<file path="src/rtl/add_seq_ctrl.sv">
// Multi-cycle adder: sums two WIDTH-bit operands through one 2-bit slice per cycle,
// with a registered carry between slices and a start/busy/done handshake.
module add_seq_ctrl #(
    parameter int unsigned WIDTH = 8
) (
    input  logic             clk_i,
    input  logic             rst_i,
    input  logic             start_i,
    input  logic [WIDTH-1:0] a_i,
    input  logic [WIDTH-1:0] b_i,
    output logic [WIDTH-1:0] s_o,
    output logic             co_o,
    output logic             busy_o,
    output logic             done_o
);

    localparam int unsigned N    = WIDTH / 2;
    localparam int unsigned IdxW = (N > 1) ? $clog2(N) : 1;
    localparam logic [IdxW-1:0] LastIdx = IdxW'(N - 1);

    typedef enum logic [1:0] {
        StIdle,
        StRun,
        StDone
    } state_e;

    state_e           state_q;
    logic [WIDTH-1:0] a_q;
    logic [WIDTH-1:0] b_q;
    logic [WIDTH-1:0] s_q;
    logic             c_q;
    logic             co_q;
    logic             busy_q;
    logic             done_q;
    logic [IdxW-1:0]  idx_q;

    logic [IdxW:0]    lsb;
    logic [1:0]       a_sl;
    logic [1:0]       b_sl;
    logic [2:0]       slice_sum;

    // Current slice: bits [2*idx+1 : 2*idx], carry-in from the previous slice.
    always_comb begin
        lsb       = {idx_q, 1'b0};
        a_sl      = a_q[lsb +: 2];
        b_sl      = b_q[lsb +: 2];
        slice_sum = {1'b0, a_sl} + {1'b0, b_sl} + {2'b00, c_q};
    end

    always_ff @(posedge clk_i) begin
        if (rst_i) begin
            state_q <= StIdle;
            a_q     <= '0;
            b_q     <= '0;
            s_q     <= '0;
            c_q     <= 1'b0;
            co_q    <= 1'b0;
            busy_q  <= 1'b0;
            done_q  <= 1'b0;
            idx_q   <= '0;
        end else begin
            unique case (state_q)
                StIdle, StDone: begin
                    if (start_i) begin
                        state_q <= StRun;
                        a_q     <= a_i;
                        b_q     <= b_i;
                        s_q     <= '0;
                        c_q     <= 1'b0;
                        co_q    <= 1'b0;
                        idx_q   <= '0;
                        busy_q  <= 1'b1;
                        done_q  <= 1'b0;
                    end else begin
                        state_q <= StIdle;
                        done_q  <= 1'b0;
                    end
                end
                StRun: begin
                    s_q[lsb +: 2] <= slice_sum[1:0];
                    c_q           <= slice_sum[2];
                    idx_q         <= idx_q + IdxW'(1);
                    if (idx_q == LastIdx) begin
                        co_q    <= slice_sum[2];
                        state_q <= StDone;
                        busy_q  <= 1'b0;
                        done_q  <= 1'b1;
                    end
                end
                default: begin
                    state_q <= StIdle;
                    busy_q  <= 1'b0;
                    done_q  <= 1'b0;
                end
            endcase
        end
    end

    assign s_o    = s_q;
    assign co_o   = co_q;
    assign busy_o = busy_q;
    assign done_o = done_q;

endmodule

</file>
<file path="config.mk">
export PLATFORM = sky130hd
export DESIGN_NAME = add_seq_ctrl
export DESIGN_NICKNAME = d
export VERILOG_FILES = /design/src/rtl/add_seq_ctrl.sv
export SDC_FILE = /design/constraint.sdc
export NUM_CORES = 1
export LEC_CHECK = 0
export ABC_AREA = 1
export BUFFER_PORTS_ARGS = -buffer_cell sky130_fd_sc_hd__clkbuf_2
export CORE_MARGIN = 3
export CORE_UTILIZATION = 28
export DETAILED_ROUTE_END_ITERATION = 12
export PLACE_DENSITY = 0.56
export SLEW_MARGIN = 15
export SYNTH_ARGS = -nofsm -noshare
export SYNTH_HDL_FRONTEND = slang
export SYNTH_SLANG_ARGS = --single-unit
</file>
<file path="constraint.sdc">
create_clock -name clk_i -period 2.28 [get_ports clk_i]
set_clock_uncertainty 0.1 [all_clocks]
set_input_delay 0.228 -clock clk_i [delete_from_list [all_inputs] [get_ports clk_i]]
set_output_delay 0.228 -clock clk_i [all_outputs]
set_load 0.02 [all_outputs]
</file>
After elaboration in Yosys (flattened, before gate mapping)
Cells that the tools add are included.

Reductions and logical operators: 8. Magnitude comparators: 0. Divide/modulo/power cells: 0. Mux-type cells: 15. $add $sub $neg: 4. Bitwise logic cells: 1. Shift-type cells: 4. Eq/ne operators: 5. Multiply operators: 0.

Operator list (number): one-hot mux 8 bit (2 select lines) (1); variable part select 8 x 4 -> 2 bit (2); bitwise mux 8 bit (1); two-way mux 8 bit (1); one-hot mux 2 bit (2 select lines) (2); variable shift 2 x 5 -> 8 bit (first input constant) (1); variable part select 2 x 5 -> 8 bit (1); one-hot mux 1 bit (2 select lines) (3); AND reduction 2 bit (3); two-way mux 1 bit (5); negation 3 -> 5 bit (1); == test 2 bit (second input constant) (2); two-way mux 2 bit (2); inequality test 2 bit (second input constant) (2); OR reduction 2 bit (2); adder 2 x 2 -> 3 bit (1); adder 3 x 1 -> 3 bit (1); AND reduction 3 bit (1); adder 2 x 1 -> 2 bit (second input constant) (1); == test 2 x 1 -> 1 bit (second input constant) (1); logical NOT 2 bit (1); nonzero test 2 bit (1); inverter 1 bit (1).

Bits in registers: 32. Logic and storage cells: 46. Memories kept: 0. Bits in writable memories: 0. Latch bits: 0. ROM bits: 0.

Depth between registers and ports, before layout
Word-level depth: 6. Gate-level depth with buffers: 12.

Worst setup path after synthesis
OpenSTA, ideal clock, no wires.

Path type: reg2reg. From: register idx_q[0]. To: register s_q[3], in the netlist s_o[3]. Clock period less this slack: 2.243 ns. Slack: 0.037 ns. Stages on the path, launching flop included: 13. Buffers on the path: 1. Data arrival time: 2.073 ns. Path through: dfxtp_1 > inv_1 > buf_2 > o21ai_0 > o22ai_1 > fa_1 > inv_1 > fa_1 > inv_1 > nand2_1 > nor2_1 > nand2_1 > a21oi_1.

Cells in the longest elaborated chain, start to end: 6. Elaborated cells between the ends (all ways): 9.

RTL lines: from (decl) (line 35) `logic [IdxW-1:0] idx_q;`; from (signal assigned) (line 82) `idx_q <= idx_q + IdxW'(1);`; variable part select 8 x 4 -> 2 bit (on tied branches) (line 45, 46); adder 2 x 2 -> 3 bit (line 47) `slice_sum = {1'b0, a_sl} + {1'b0, b_sl} + {2'b00, c_q};`; adder 3 x 1 -> 3 bit (line 47); variable part select 2 x 5 -> 8 bit (line 80) `s_q[lsb +: 2] <= slice_sum[1:0];`; bitwise mux 8 bit (*) (line 80); one-hot mux 8 bit (2 select lines) (*) (line 62) `unique case (state_q)`; to (signal, indexed assignment) (line 80); to (decl) (line 30) `logic [WIDTH-1:0] s_q;`.

Mark *: on every way between the ends. The rest lies on a longest branch, timed or not. A chain may end at the register's enable or synchronous reset.

Worst setup path in the final report
From: register idx_q[0]. To: register s_q[7], in the netlist s_o[7].

The elaborated chain is that of the path after synthesis.

==> run metrics <==
fraction of power consumed by the clock network approximately 36%; Slew Limit Fails 0; Worst VDD drop 320.2 uV; antenna cell count 0; final count of negative-setup-slack endpoints 0; static leakage slightly below 0.8 nW; number of failing hold endpoints at the final stage 0; vias per cell about 4.4; cell internal power dissipation 0.9177 mW; Power Dens Cells 715.7 nW/um^2; area inside the core boundary 4848 um^2; period utilization between 90 and 100%; Synthesized Nets 227; transition time at the pin with the least slew margin 0.5111 ns; antenna violations before repair 0; R2R cell count 11; number of clock buffers inserted by TritonCTS 5; worst-path maximum fanout 13; Syn Area/Cell 7.173 um^2; top achievable clock speed 0.4585 GHz; hold wc startpoint b_i[7]; global route total overflow 0; switching pwr about 0.36 mW; width of the chip 77.94 um; drt total wl 3.322 mm; worst hold-check path type input pin to flip-flop; cells after synthesis 202; Final Critical Period 2.181 ns; clock-pin slew reported for the worst setup and hold paths after clock tree synthesis roughly 0.070 ns; Final GP Congestion 0.8716; pin count of the biggest net entering global routing 21; initial detailed-routing violation count 31; synthesized cell area ~1400 um^2; DRC Markers 0; Sequential Power Share 48.1%; starting density of the core 29.88%; combined global-route utilization of all metal layers 11.91%; start point of the critical path idx_q[0]; remaining antenna violation count after routing 0; Clock Sinks 32; Layout Cells excl Fill a little over 300; # Max-Cap Violations 0; count of TritonRoute iterations in the first routing pass 4; status finished clean; I/O pin count 30; wire length per cell after detailed routing 11.00 um; fraction of final layout cells sized beyond drive strength 1 23.83%; post-synthesis sequential area ratio 44.21%; die height 77.94 um; switching fraction of total power between 20% and 30%; number of flip-flops and latches in the synthesized netlist 32; nature of the critical path startpoint flip-flop; FF-to-FF Start idx_q[0]; arrival time at the worst endpoint 2.31 ns; first-pass GRT wire length 5.616 mm; Required @ worst endpoint around 2.4 ns; number of global-route vias before repair 1284; number of I/O port buffers 29; type of destination of the critical path flip-flop; root buffer selected by CTS clkbuf_8; minimum hold slack between 0.08 and 0.09 ns; YS warnings 0; startpoint-to-endpoint class of the critical path flip-flop to flip-flop; logic gate share of total power 16.2%; clock latency on the worst-skew pair between 0.2 and 0.3 ns; DR vias roughly 1300; number of levels the H-tree was split into 2; synthesis-to-finish area growth 23.23%; number of placed instances, taps included roughly 300; Post-CTS Hold Fix Bufs 0; die area 6074 um^2; Cell Rows 25; Slew Limit Headroom 65.89%; Max Buffers Root-to-Sink 2; overall power consumption between 1 and 1.5 mW; # nets final 259; number of stages on the worst hold path 3; post-detailed-placement half-perimeter wirelength ~2.5 mm; clock tree from TritonCTS built; number of distinct library cells after synthesis 18
cell usage after synthesis, drive strengths merged:
cell type | count | area, um^2
buf | 5 | 37.53
a21oi | 15 | 75.07
nor2 | 54 | 205.2
nand3b | 2 | 15.01
o21ai | 24 | 120.1
nand2 | 28 | 107.6
fa | 2 | 40.04
o22ai | 2 | 12.51
dfxtp | 32 | 640.6
nor3 | 2 | 10.01
clkbuf | 3 | 11.26
ha | 4 | 50.05
inv | 17 | 63.81
nand3 | 12 | 60.06
worst paths after layout:
check / slack, ns / end
min: 0.09 / b_q[7]
min reg2reg: 0.35 / a_q[1]
max reg2reg: 0.1 / s_o[7]
max: 0.1 / s_o[7]
cells by family (layout without fill, tap and decap cells):
group,count (synthesis),after routing,synth area share [%]
AOI/OAI and AO/OA,41,41,14.34
adders and majority gates,6,6,6.218
buffers and inverters,25,58,7.771
DFF,32,32,44.21
and+or+nand+nor,98,98,27.46
layout by cell type (no fill, tap or decap), drive strengths merged:
cell      synthesis  layout
dfxtp            32      32
nor3              2       2
o22ai             2       2
inv              17      17
clkinvlp          0       1
nand2            28      28
ha                4       4
o21ai            24      24
fa                2       2
nor2             54      54
a21oi            15      15
nand3            12      12
clkbuf            3      36
buf               5       4
nand3b            2       2
timing repair:
item | CTS | global route
buffers inserted | 0 | 0
endpoints found under the setup margin | 0 | 4
gates resized for setup | 0 | 17
cell type report:
class / count / area (um^2)
fillers: 534 / 3063
clock buffers: 7 / 86.33
repair buffers: 33 / 178.9
clock inverters: 1 / 7.507
inverters: 17 / 63.81
multi-input cells: 145 / 721.9
well taps: 67 / 83.83
flip-flops and latches: 32 / 643.1
registers in the layout, indices dropped and copies added (netlist names):
name     flops
co_o         1
c_q          1
s_o          8
idx_q        2
b_q          8
a_q          8
busy_o       1
state_q      2
done_o       1
metrics by stage:
step / instance area [um^2] / util (%) / worst slack [ns] / TNS (ns)
floorplan: 1449 / - / 0.03700 / 0
global placement: 1659 / 34.22 / 0.06235 / 0
detailed placement: 1659 / 34.22 / 0.01476 / 0
CTS: 1753 / 36.15 / 0.009518 / 0
global route: 1785 / 36.83 / -0.009173 / -0.009173
finish: 1785 / 36.83 / 0.09909 / 0
power by group through the flow:
stage,Clock (mW),Combinational [mW],Sequential (mW)
floorplan,0,0.139,0.630
global placement,0,0.198,0.625
detailed placement,0,0.199,0.626
CTS,0.474,0.199,0.614
global route,0.498,0.239,0.618
finish,0.456,0.207,0.615
per-layer routing:
metal	part of all wire [%]	routed length, um	track usage, %
met3	4.7	157	3.712
met2	47	1566	19.86
met5	0	0	0
met4	2.4	80	6.294
met1	46	1518	13.55
critical path, stage by stage (launching register included):
cell,delay [ns]
dfxtp_2,0.33
buf_6,0.14
o21ai_2,0.12
o22ai_2,0.09
fa_1,0.39
inv_1,0.08
fa_1,0.41
inv_2,0.07
nand2_2,0.07
nor2_4,0.11
nand2_1,0.07
a21oi_2,0.13
(Power assumes the default switching activity.)
